<file path="src/rtl/pipe_chain_pkg.sv">
// rtl/pipe_chain_pkg.sv - shared width helper and stage index/count types for pipe_chain users
package pipe_chain_pkg;

  function automatic int clog2_min1(input int n);
    int r;
    r = 0;
    while ((1 << r) < n) r++;
    return (r < 1) ? 1 : r;
  endfunction

  localparam int DEF_DEPTH = 4;

  // Templates for hazard logic sized to the default chain depth
  typedef logic [clog2_min1(DEF_DEPTH)-1:0] stage_idx_t;
  typedef logic [$clog2(DEF_DEPTH+1)-1:0]   stage_cnt_t;

endpackage

</file>
<file path="src/rtl/pipe_chain_stage.sv">
// rtl/pipe_chain_stage.sv - one elastic stage: valid bit plus payload register
// Optional build macro PIPE_CHAIN_DATA_RESET_EN also clears the payload register on reset.
module pipe_chain_stage #(
  parameter int WIDTH = 32
) (
  input  logic             clk,
  input  logic             rst,
  input  logic             load,
  input  logic             clear,
  input  logic [WIDTH-1:0] data_in,
  output logic             valid,
  output logic [WIDTH-1:0] data_out
);

  logic             r_valid;
  logic [WIDTH-1:0] r_data;

  // A refill on the same edge as the stage empties wins over the clear
  always_ff @(posedge clk or negedge rst) begin
    if (!rst) begin
      r_valid <= 1'b0;
    end else if (load) begin
      r_valid <= 1'b1;
    end else if (clear) begin
      r_valid <= 1'b0;
    end
  end

`ifdef PIPE_CHAIN_DATA_RESET_EN
  always_ff @(posedge clk or negedge rst) begin
    if (!rst) begin
      r_data <= '0;
    end else if (load) begin
      r_data <= data_in;
    end
  end
`else
  always_ff @(posedge clk) begin
    if (load) begin
      r_data <= data_in;
    end
  end
`endif

  assign valid    = r_valid;
  assign data_out = r_data;

endmodule

</file>
<file path="src/rtl/pipe_chain.sv">
// rtl/pipe_chain.sv - elastic DEPTH-stage pipeline with bubble collapsing and partial flush
// Optional build macro PIPE_CHAIN_DATA_RESET_EN (handled in pipe_chain_stage).
module pipe_chain
  import pipe_chain_pkg::*;
#(
  parameter int WIDTH = 32,
  parameter int DEPTH = 4,
  parameter int IDXW  = clog2_min1(DEPTH),
  parameter int CNTW  = $clog2(DEPTH+1)
) (
  input  logic             clk,
  input  logic             rst,
  input  logic             in_valid,
  output logic             in_ready,
  input  logic [WIDTH-1:0] in_data,
  output logic             out_valid,
  input  logic             out_ready,
  output logic [WIDTH-1:0] out_data,
  input  logic             flush,
  input  logic [IDXW-1:0]  flush_from,
  output logic [DEPTH-1:0] stage_valid,
  output logic [CNTW-1:0]  count
);

  logic [DEPTH-1:0] w_v;
  logic [DEPTH-1:0] w_vm;
  logic [DEPTH-1:0] w_fmask;
  logic [DEPTH-1:0] w_adv;
  logic [DEPTH-1:0] w_load;
  logic [DEPTH-1:0] w_clear;
  logic [31:0]      w_ff;
  logic [WIDTH-1:0] w_data [DEPTH];

  always_comb begin
    w_ff = 32'(flush_from);
    if (w_ff > 32'(DEPTH-1)) w_ff = 32'(DEPTH-1);
    for (int i = 0; i < DEPTH; i++) begin
      w_fmask[i] = flush & (32'(i) <= w_ff);
    end
  end

  // Flushed stages look empty to the advance logic, cancelling their moves
  assign w_vm = w_v & ~w_fmask;

  // Stage i is blocked only when every older stage is occupied and the output stalls
  always_comb begin
    logic w_full;
    w_adv = '0;
    for (int i = 0; i < DEPTH; i++) begin
      w_full = 1'b1;
      for (int j = i + 1; j < DEPTH; j++) begin
        w_full = w_full & w_vm[j];
      end
      w_adv[i] = w_vm[i] & ~(w_full & ~out_ready);
    end
  end

  assign in_ready = (~w_vm[0] | w_adv[0]) & ~flush;

  always_comb begin
    w_load    = w_adv << 1;
    w_load[0] = in_valid & in_ready;
  end

  assign w_clear = w_adv | w_fmask;

  for (genvar g = 0; g < DEPTH; g++) begin : g_stage
    logic [WIDTH-1:0] w_din;
    if (g == 0) begin : g_head
      assign w_din = in_data;
    end else begin : g_body
      assign w_din = w_data[g-1];
    end

    pipe_chain_stage #(.WIDTH(WIDTH)) u_stage (
      .clk      (clk),
      .rst      (rst),
      .load     (w_load[g]),
      .clear    (w_clear[g]),
      .data_in  (w_din),
      .valid    (w_v[g]),
      .data_out (w_data[g])
    );
  end

  assign out_valid   = w_vm[DEPTH-1];
  assign out_data    = w_data[DEPTH-1];
  assign stage_valid = w_v;

  always_comb begin
    count = '0;
    for (int i = 0; i < DEPTH; i++) begin
      count = count + CNTW'(w_v[i]);
    end
  end

endmodule
</file>
<file path="config.mk">
export PLATFORM = sky130hd
export DESIGN_NAME = pipe_chain
export DESIGN_NICKNAME = d
export VERILOG_FILES = /design/src/rtl/pipe_chain_pkg.sv /design/src/rtl/pipe_chain_stage.sv /design/src/rtl/pipe_chain.sv
export SDC_FILE = /design/constraint.sdc
export NUM_CORES = 1
export LEC_CHECK = 0
export CAP_MARGIN = 20
export CORE_MARGIN = 2
export CORE_UTILIZATION = 35
export CTS_CLUSTER_DIAMETER = 40
export DETAILED_ROUTE_END_ITERATION = 6
export GPL_TIMING_DRIVEN = 0
export HOLD_SLACK_MARGIN = 0.05
export PLACE_DENSITY = 0.66
export SLEW_MARGIN = 20
export SYNTH_ARGS = -nofsm -noshare
export SYNTH_HDL_FRONTEND = slang
export SYNTH_SLANG_ARGS = --single-unit
</file>
<file path="constraint.sdc">
create_clock -name clk -period 11.05 [get_ports clk]
set_input_delay 1.105 -clock clk [delete_from_list [all_inputs] [get_ports clk]]
set_output_delay 1.105 -clock clk [all_outputs]
set_load 0.01 [all_outputs]
</file>
==> run_results.csv, run 1 <==
group,metric,value,unit
status,outcome,"finished with violations",
status,violated_checks,"design-rule violations",
drt,initialDrtViolationCount,96,
worst_setup_path,crit_path_start_kind,"input pin",
sta,slew-limit-headroom,0.518,
clock_network,cts.sink_count,132,
sta,rsz0062_at_grt,"no",
global_route,grt.met2_usage,0.188,
worst_hold_path,hold_depth,0,
drt,wl_per_cell,15.0,um
place,dp_slack,7.33,ns
logic_synthesis,syn_area_per_cell,25.6,sq um
sta,slew_violations,0,
worst_setup_path,launching_element_of_the_worst_setup_path,"flush",
floorplan,die-width,113,um
clock_network,post_cts.resized_instances,0,
floorplan,die_h,113,um
global_route,grt_overflow,0,
job,maxCapViolCount,0,
global_route,grt_start_max_net_pins,19,
cells_and_area,fin_nets,310,
floorplan,placeableCoreArea,11500,sq um
logic_synthesis,combined_area_of_all_synthesized_cells,4150,sq um
worst_setup_path,worst_ep_arrival_time,2.62,ns
place,finalWeightedCongestion,0.670,
sta,report.final.setup_viol,0,
global_route,initial_antenna_violation_count,0,
clock_network,clkTransAtPathRegs,0.06,ns
logic_synthesis,synth_seq_area_share,0.950,
floorplan,fp.dieArea,12700,sq um
logic_synthesis,ys_warn_count,0,
global_route,met1_usage,0.117,
power_and_ir_drop,p_comb_frac,0.035,
place,post-dp-hpwl,4.37,mm
power_and_ir_drop,power.net_switching,0.217,mW
global_route,layer_with_the_highest_usage,"met2",
clock_network,clk_latency,0.41,ns
worst_setup_path,cp-end-kind,"primary output",
logic_synthesis,synth-seq-cells,132,
clock_network,cts_tree,"built",
logic_synthesis,synth_fp_nets,204,
clock_network,clock_tree.root_cell,"sky130_fd_sc_hd__clkbuf_16",
clock_network,cts_buffers,17,
sta,timing.setup.tns,0,ns
clock_network,cts_hold_repair.buffers,0,
worst_setup_path,setup.reg_to_reg.worst_slack,8.94,ns
power_and_ir_drop,power_leakage,1.99,nW
sta,final_hold_viol_count,0,
worst_hold_path,hold_path_class,"reg -> reg",
worst_setup_path,r2r_start,"g_stage[2].u_stage.valid$_DFFE_PN0P_",
cells_and_area,post_route_cells_drive_above_1_share,0.171,
cells_and_area,num_antenna_cells,0,
place,placement.io_buffers,79,
sta,fin_crit,3.72,ns
logic_synthesis,synthCells,162,
logic_synthesis,netlist-cell-type-count,17,
floorplan,top_level_ports,80,
sta,worst-slew-pin-transition,0.720,ns
worst_setup_path,timing.rr.end,"g_stage[1].u_stage.data_out[27]$_DFFE_PP_",
drt,postRouteAntennaNets,0,
global_route,first_pass_grt_wire_length,9.98,mm
power_and_ir_drop,sequentialPowerShare,0.480,
drt,remaining_drc_errors,1,
floorplan,initial_utilization,0.360,
power_and_ir_drop,vdd.ir_drop.worst,0.0878,mV
sta,fmaxAchievable,0.269,GHz
worst_setup_path,ff2ff_path_depth,4,
power_and_ir_drop,power_switching_share,0.184,
clock_network,postCtsSetupBuffers,0,
global_route,grtUsageMet3,0.0471,
floorplan,num_rows,39,
global_route,grt_pass1_vias,1926,
drt,detail_route.wirelength,6.34,mm
power_and_ir_drop,power.clock.fraction,0.485,
clock_network,cts_buffer_depth,2,
drt,routed_via_density,4.27,
power_and_ir_drop,p_int,0.961,mW
worst_setup_path,cp_max_fo,7,
worst_setup_path,crit_path_end,"out_valid",
worst_setup_path,timing.critical_path.required,9.95,ns
worst_setup_path,critical_path_class,"in -> out",
sta,worst_setup_margin,7.33,ns
cells_and_area,flow.area_growth_from_synthesis,41.3,%
power_and_ir_drop,p_per_area,201,nW/um^2
clock_network,h-tree-depth,4,
sta,clock-skew-final,0.00579,ns
drt,detail_route.first_pass.iterations,6,
global_route,grt_usage,0.111,
drt,num_vias,1805,
sta,finalCritPeriodShare,0.337,
==> cells in the mapped netlist (all sizes together) <==
master	number	area, sq um
dfrtp	4	100
edfxtp	128	3840
inv	1	3.75
o32ai	1	8.76
and4b	1	13.8
o21ai	2	10.0
nor2b	1	6.26
ha	2	25.0
buf	4	30.0
nor3b	2	15.0
nor2	5	18.8
and2	2	12.5
a21oi	4	23.8
a22oi	1	7.51
fa	1	20.0
nand2	3	11.3
==> final cells by class <==
cell class / instances / area [sq um]
flip-flops and latches: 132 / 3940
inverters: 1 / 3.75
plain buffers: 4 / 30.0
clock inverters: 13 / 184
well taps: 143 / 179
clock buffers: 18 / 429
repair buffers: 87 / 898
fillers: 922 / 5650
multi-input cells: 25 / 195
==> layout by cell type, fill, tap and decap left out, drive strengths merged <==
cell / n
edfxtp: 128
clkdlybuf4s50: 79
clkbuf: 18
buf: 12
nor2: 5
clkinv: 5
bufinv: 4
dfrtp: 4
a21oi: 4
nand2: 3
clkinvlp: 3
nor3b: 2
o21ai: 2
ha: 2
and2: 2
inv: 2
and4b: 1
nor2b: 1
o32ai: 1
a22oi: 1
fa: 1
==> critical path, stage by stage <==
cell and delay, ns:
sky130_fd_sc_hd__clkdlybuf4s50_1 0.52, sky130_fd_sc_hd__and2_1 0.27, sky130_fd_sc_hd__a21oi_1 0.16, sky130_fd_sc_hd__clkdlybuf4s50_1 0.55
==> how the worst min path moves through the flow <==
stage,startpoint,endpoint
finish,g_stage[1].u_stage.data_out[8]$_DFFE_PP_,g_stage[2].u_stage.data_out[8]$_DFFE_PP_
global route,g_stage[0].u_stage.data_out[3]$_DFFE_PP_,g_stage[1].u_stage.data_out[3]$_DFFE_PP_
CTS,g_stage[1].u_stage.data_out[8]$_DFFE_PP_,g_stage[2].u_stage.data_out[8]$_DFFE_PP_
detailed placement,g_stage[0].u_stage.data_out[0]$_DFFE_PP_,g_stage[1].u_stage.data_out[0]$_DFFE_PP_
global placement,g_stage[2].u_stage.data_out[3]$_DFFE_PP_,g_stage[3].u_stage.data_out[3]$_DFFE_PP_
floorplan,g_stage[0].u_stage.data_out[0]$_DFFE_PP_,g_stage[1].u_stage.data_out[0]$_DFFE_PP_
==> stage by stage <==
| step | util | std cells | instance area (sq um) | total power, mW | hold slack [ns] |
|---|---|---|---|---|---|
| after floorplan | - | 162 | 4150 | 0.587 | 0.400 |
| after global placement | 0.445 | 384 | 5120 | 0.613 | 0.400 |
| after detailed placement | 0.456 | 392 | 5250 | 0.618 | 0.405 |
| after CTS | 0.509 | 423 | 5860 | 1.19 | 0.413 |
| after global routing | 0.509 | 423 | 5860 | 1.22 | 0.414 |
| final | 0.509 | 423 | 5860 | 1.18 | 0.413 |
==> metal layers <==
| layer | share of wire | wire (um) |
|---|---|---|
| met4 | 0.018 | 113 |
| met1 | 0.39 | 2480 |
| met2 | 0.55 | 3460 |
| met3 | 0.044 | 282 |
| met5 | 0 | 0 |
==> registers in the layout (all words and copies together) (netlist names) <==
signal	flops
g_stage.u_stage.data_out	128
g_stage.u_stage.valid	4
==> kinds of logic after synthesis <==
group | Yosys count | synth area share
buffers and inverters | 5 | 0.00814
adders and majority gates | 3 | 0.0109
DFF | 132 | 0.950
AOI/OAI and AO/OA | 8 | 0.0121
and+or+nand+nor | 14 | 0.0187
==> power groups by stage <==
stage	Sequential [mW]	Combinational [mW]	Clock [mW]
final	0.566	0.0408	0.572
after global routing	0.567	0.0438	0.611
after CTS	0.566	0.0416	0.586
after detailed placement	0.576	0.0415	0
after global placement	0.576	0.0363	0
after floorplan	0.576	0.0108	0
(Power assumes the default switching activity.)
==> run 2: changes to the inputs <==
Settings changed: PLACE_DENSITY 0.66 to 0.68.
Clock period 11.05 ns to 3.2 ns, I/O delays scaled along.
==> run 2 against run 1 <==
The run still ends with design-rule violations left. Clock-buffer cell count grew 2. Core utilization is 0.34 points lower. Via count down 1.7%. Worst hold slack got worse by 0.28 ns. Power grew to 3.4 times the previous value. Sequential share of layout area increased by 0.45 points. Global-route usage fell by 0.90 points. Routed wire length decreased by 8.7%. Combinational power rose to 3.3 times the previous value. Critical path type is now reg -> out.
==> run_results.csv, run 2 (synthesized netlist as in run 1, its figures left out) <==
group,metric,value,unit
status,outcome,"finished with violations",
status,violated_checks,"design-rule violations",
sta,worst_setup_margin,0.524,ns
clock_network,clkTransAtPathRegs,0.05,ns
sta,hold_slack,0.129,ns
worst_setup_path,launching_element_of_the_worst_setup_path,"g_stage[0].u_stage.valid$_DFFE_PN0P_",
sta,slew-limit-headroom,0.492,
clock_network,cts_hold_repair.buffers,0,
cells_and_area,fin_area,5820,sq um
job,maxCapViolCount,0,
floorplan,fp.dieArea,12700,sq um
cells_and_area,largest_reg_flops,128,
global_route,grt_overflow,0,
drt,initialDrtViolationCount,87,
clock_network,h-tree-depth,4,
place,dp_slack,0.697,ns
sta,rsz0062_at_grt,"no",
global_route,grt_usage,0.102,
worst_setup_path,r2r_start,"g_stage[3].u_stage.valid$_DFFE_PN0P_",
cells_and_area,num_antenna_cells,0,
clock_network,cts.sink_count,132,
floorplan,die_h,113,um
place,finalWeightedCongestion,0.717,
worst_setup_path,timing.critical_path.required,2.88,ns
power_and_ir_drop,power_leakage,1.95,nW
worst_setup_path,cp-end-kind,"primary output",
power_and_ir_drop,p_total,3.98,mW
drt,remaining_drc_errors,2,
clock_network,postCtsSetupBuffers,0,
cells_and_area,mostFrequentLayoutCell,"sky130_fd_sc_hd__edfxtp_1",
clock_network,cts_buffer_depth,2,
clock_network,clk_latency,0.40,ns
drt,num_vias,1775,
cells_and_area,fin_nets,307,
global_route,grt_pass1_vias,1844,
drt,wl_per_cell,13.8,um
sta,fin_crit,2.68,ns
sta,slew_violations,0,
worst_setup_path,crit_path_start_kind,"flop",
place,placement.io_buffers,79,
sta,final_hold_viol_count,0,
power_and_ir_drop,vdd.ir_drop.worst,0.254,mV
sta,timing.setup.tns,0,ns
floorplan,num_rows,39,
sta,clock-skew-final,0.00470,ns
clock_network,post_cts.resized_instances,0,
floorplan,initial_utilization,0.360,
sta,fmaxAchievable,0.374,GHz
clock_network,cts_tree,"built",
worst_hold_path,hold_path_class,"in -> async",
place,post-dp-hpwl,4.01,mm
cells_and_area,most-common-layout-cells,"sky130_fd_sc_hd__edfxtp_1, sky130_fd_sc_hd__clkdlybuf4s50_1, sky130_fd_sc_hd__clkbuf_16, sky130_fd_sc_hd__nor2_1",
sta,worst-slew-pin-transition,0.762,ns
drt,postRouteAntennaNets,0,
floorplan,placeableCoreArea,11500,sq um
floorplan,top_level_ports,80,
clock_network,cts_buffers,17,
drt,detail_route.wirelength,5.79,mm
place,post_dp_cell_area,5230,sq um
cells_and_area,filler_cell_count,936,
floorplan,die-width,113,um
global_route,grt_start_max_net_pins,33,
power_and_ir_drop,p_per_area,683,nW/um^2
worst_setup_path,cp_max_fo,6,
cells_and_area,post_route_cells_drive_above_1_share,0.155,
global_route,first_pass_grt_wire_length,9.23,mm
clock_network,clock_tree.root_cell,"sky130_fd_sc_hd__clkbuf_16",
cells_and_area,flow.area_growth_from_synthesis,40.3,%
worst_setup_path,worst_ep_arrival_time,2.36,ns
sta,report.final.setup_viol,0,
global_route,initial_antenna_violation_count,0,
drt,detail_route.first_pass.iterations,6,
drt,routed_via_density,4.22,
sta,finalCritPeriodShare,0.836,
worst_setup_path,critical_path_class,"reg -> out",
-- run 2: cell count changes in the layout (fill, tap and decap cells not counted), sizes merged --
cell | previous run | this run
clkbuf | 18 | 20
buf | 12 | 9
bufinv | 4 | 3
-- run 2: layout make-up --
cell class,instances,area [sq um],share of cell area
well taps,143,179,0.0307
multi-input cells,25,208,0.0357
plain buffers,4,30.0,0.00516
flip-flops and latches,132,3940,0.677
inverters,1,3.75,0.000644
clock buffers,20,437,0.0750
repair buffers,84,867,0.149
clock inverters,12,156,0.0269
-- run 2: worst max-delay path, cell delays in order (launching register included) --
cell	delay (ns)
sky130_fd_sc_hd__dfrtp_1	0.45
sky130_fd_sc_hd__ha_1	0.34
sky130_fd_sc_hd__fa_1	0.37
sky130_fd_sc_hd__ha_1	0.28
sky130_fd_sc_hd__clkdlybuf4s50_1	0.52
-- run 2: power by group --
part	switching, mW	internal [mW]	total, mW
sequential	0.0141	1.94	1.95
clock	0.662	1.22	1.89
combinational	0.0549	0.0807	0.136
total	0.731	3.25	3.98
-- run 2: through the flow --
step | util | instances
3_5_place_dp | 0.454 | 389
2_1_floorplan | - | 162
5_1_grt | 0.506 | 421
6_report | 0.506 | 421
3_3_place_gp | 0.445 | 384
4_1_cts | 0.506 | 421
-- run 2: routing by layer --
| layer | global-route usage | up-vias | part of all wire |
|---|---|---|---|
| li1 | - | 851 | - |
| met1 | 0.106 | 851 | 0.39 |
| met2 | 0.161 | 55 | 0.52 |
| met3 | 0.0525 | 18 | 0.047 |
| met4 | 0.0707 | 0 | 0.036 |
| met5 | 0 | - | 0 |
-- run 2: worst paths after layout --
kind	end	slack, ns	cells after the start
worst max register to register	g_stage[3].u_stage.data_out[20]$_DFFE_PP_	1.24	4
min in group clk	g_stage[1].u_stage.data_out[11]$_DFFE_PP_	0.41	0
worst min-delay path	g_stage[0].u_stage.valid$_DFFE_PN0P_	0.13	1
worst min register to register	g_stage[1].u_stage.data_out[11]$_DFFE_PP_	0.41	0
worst max-delay path	count[1]	0.52	4
max in group asynchronous	g_stage[3].u_stage.valid$_DFFE_PN0P_	2.89	1
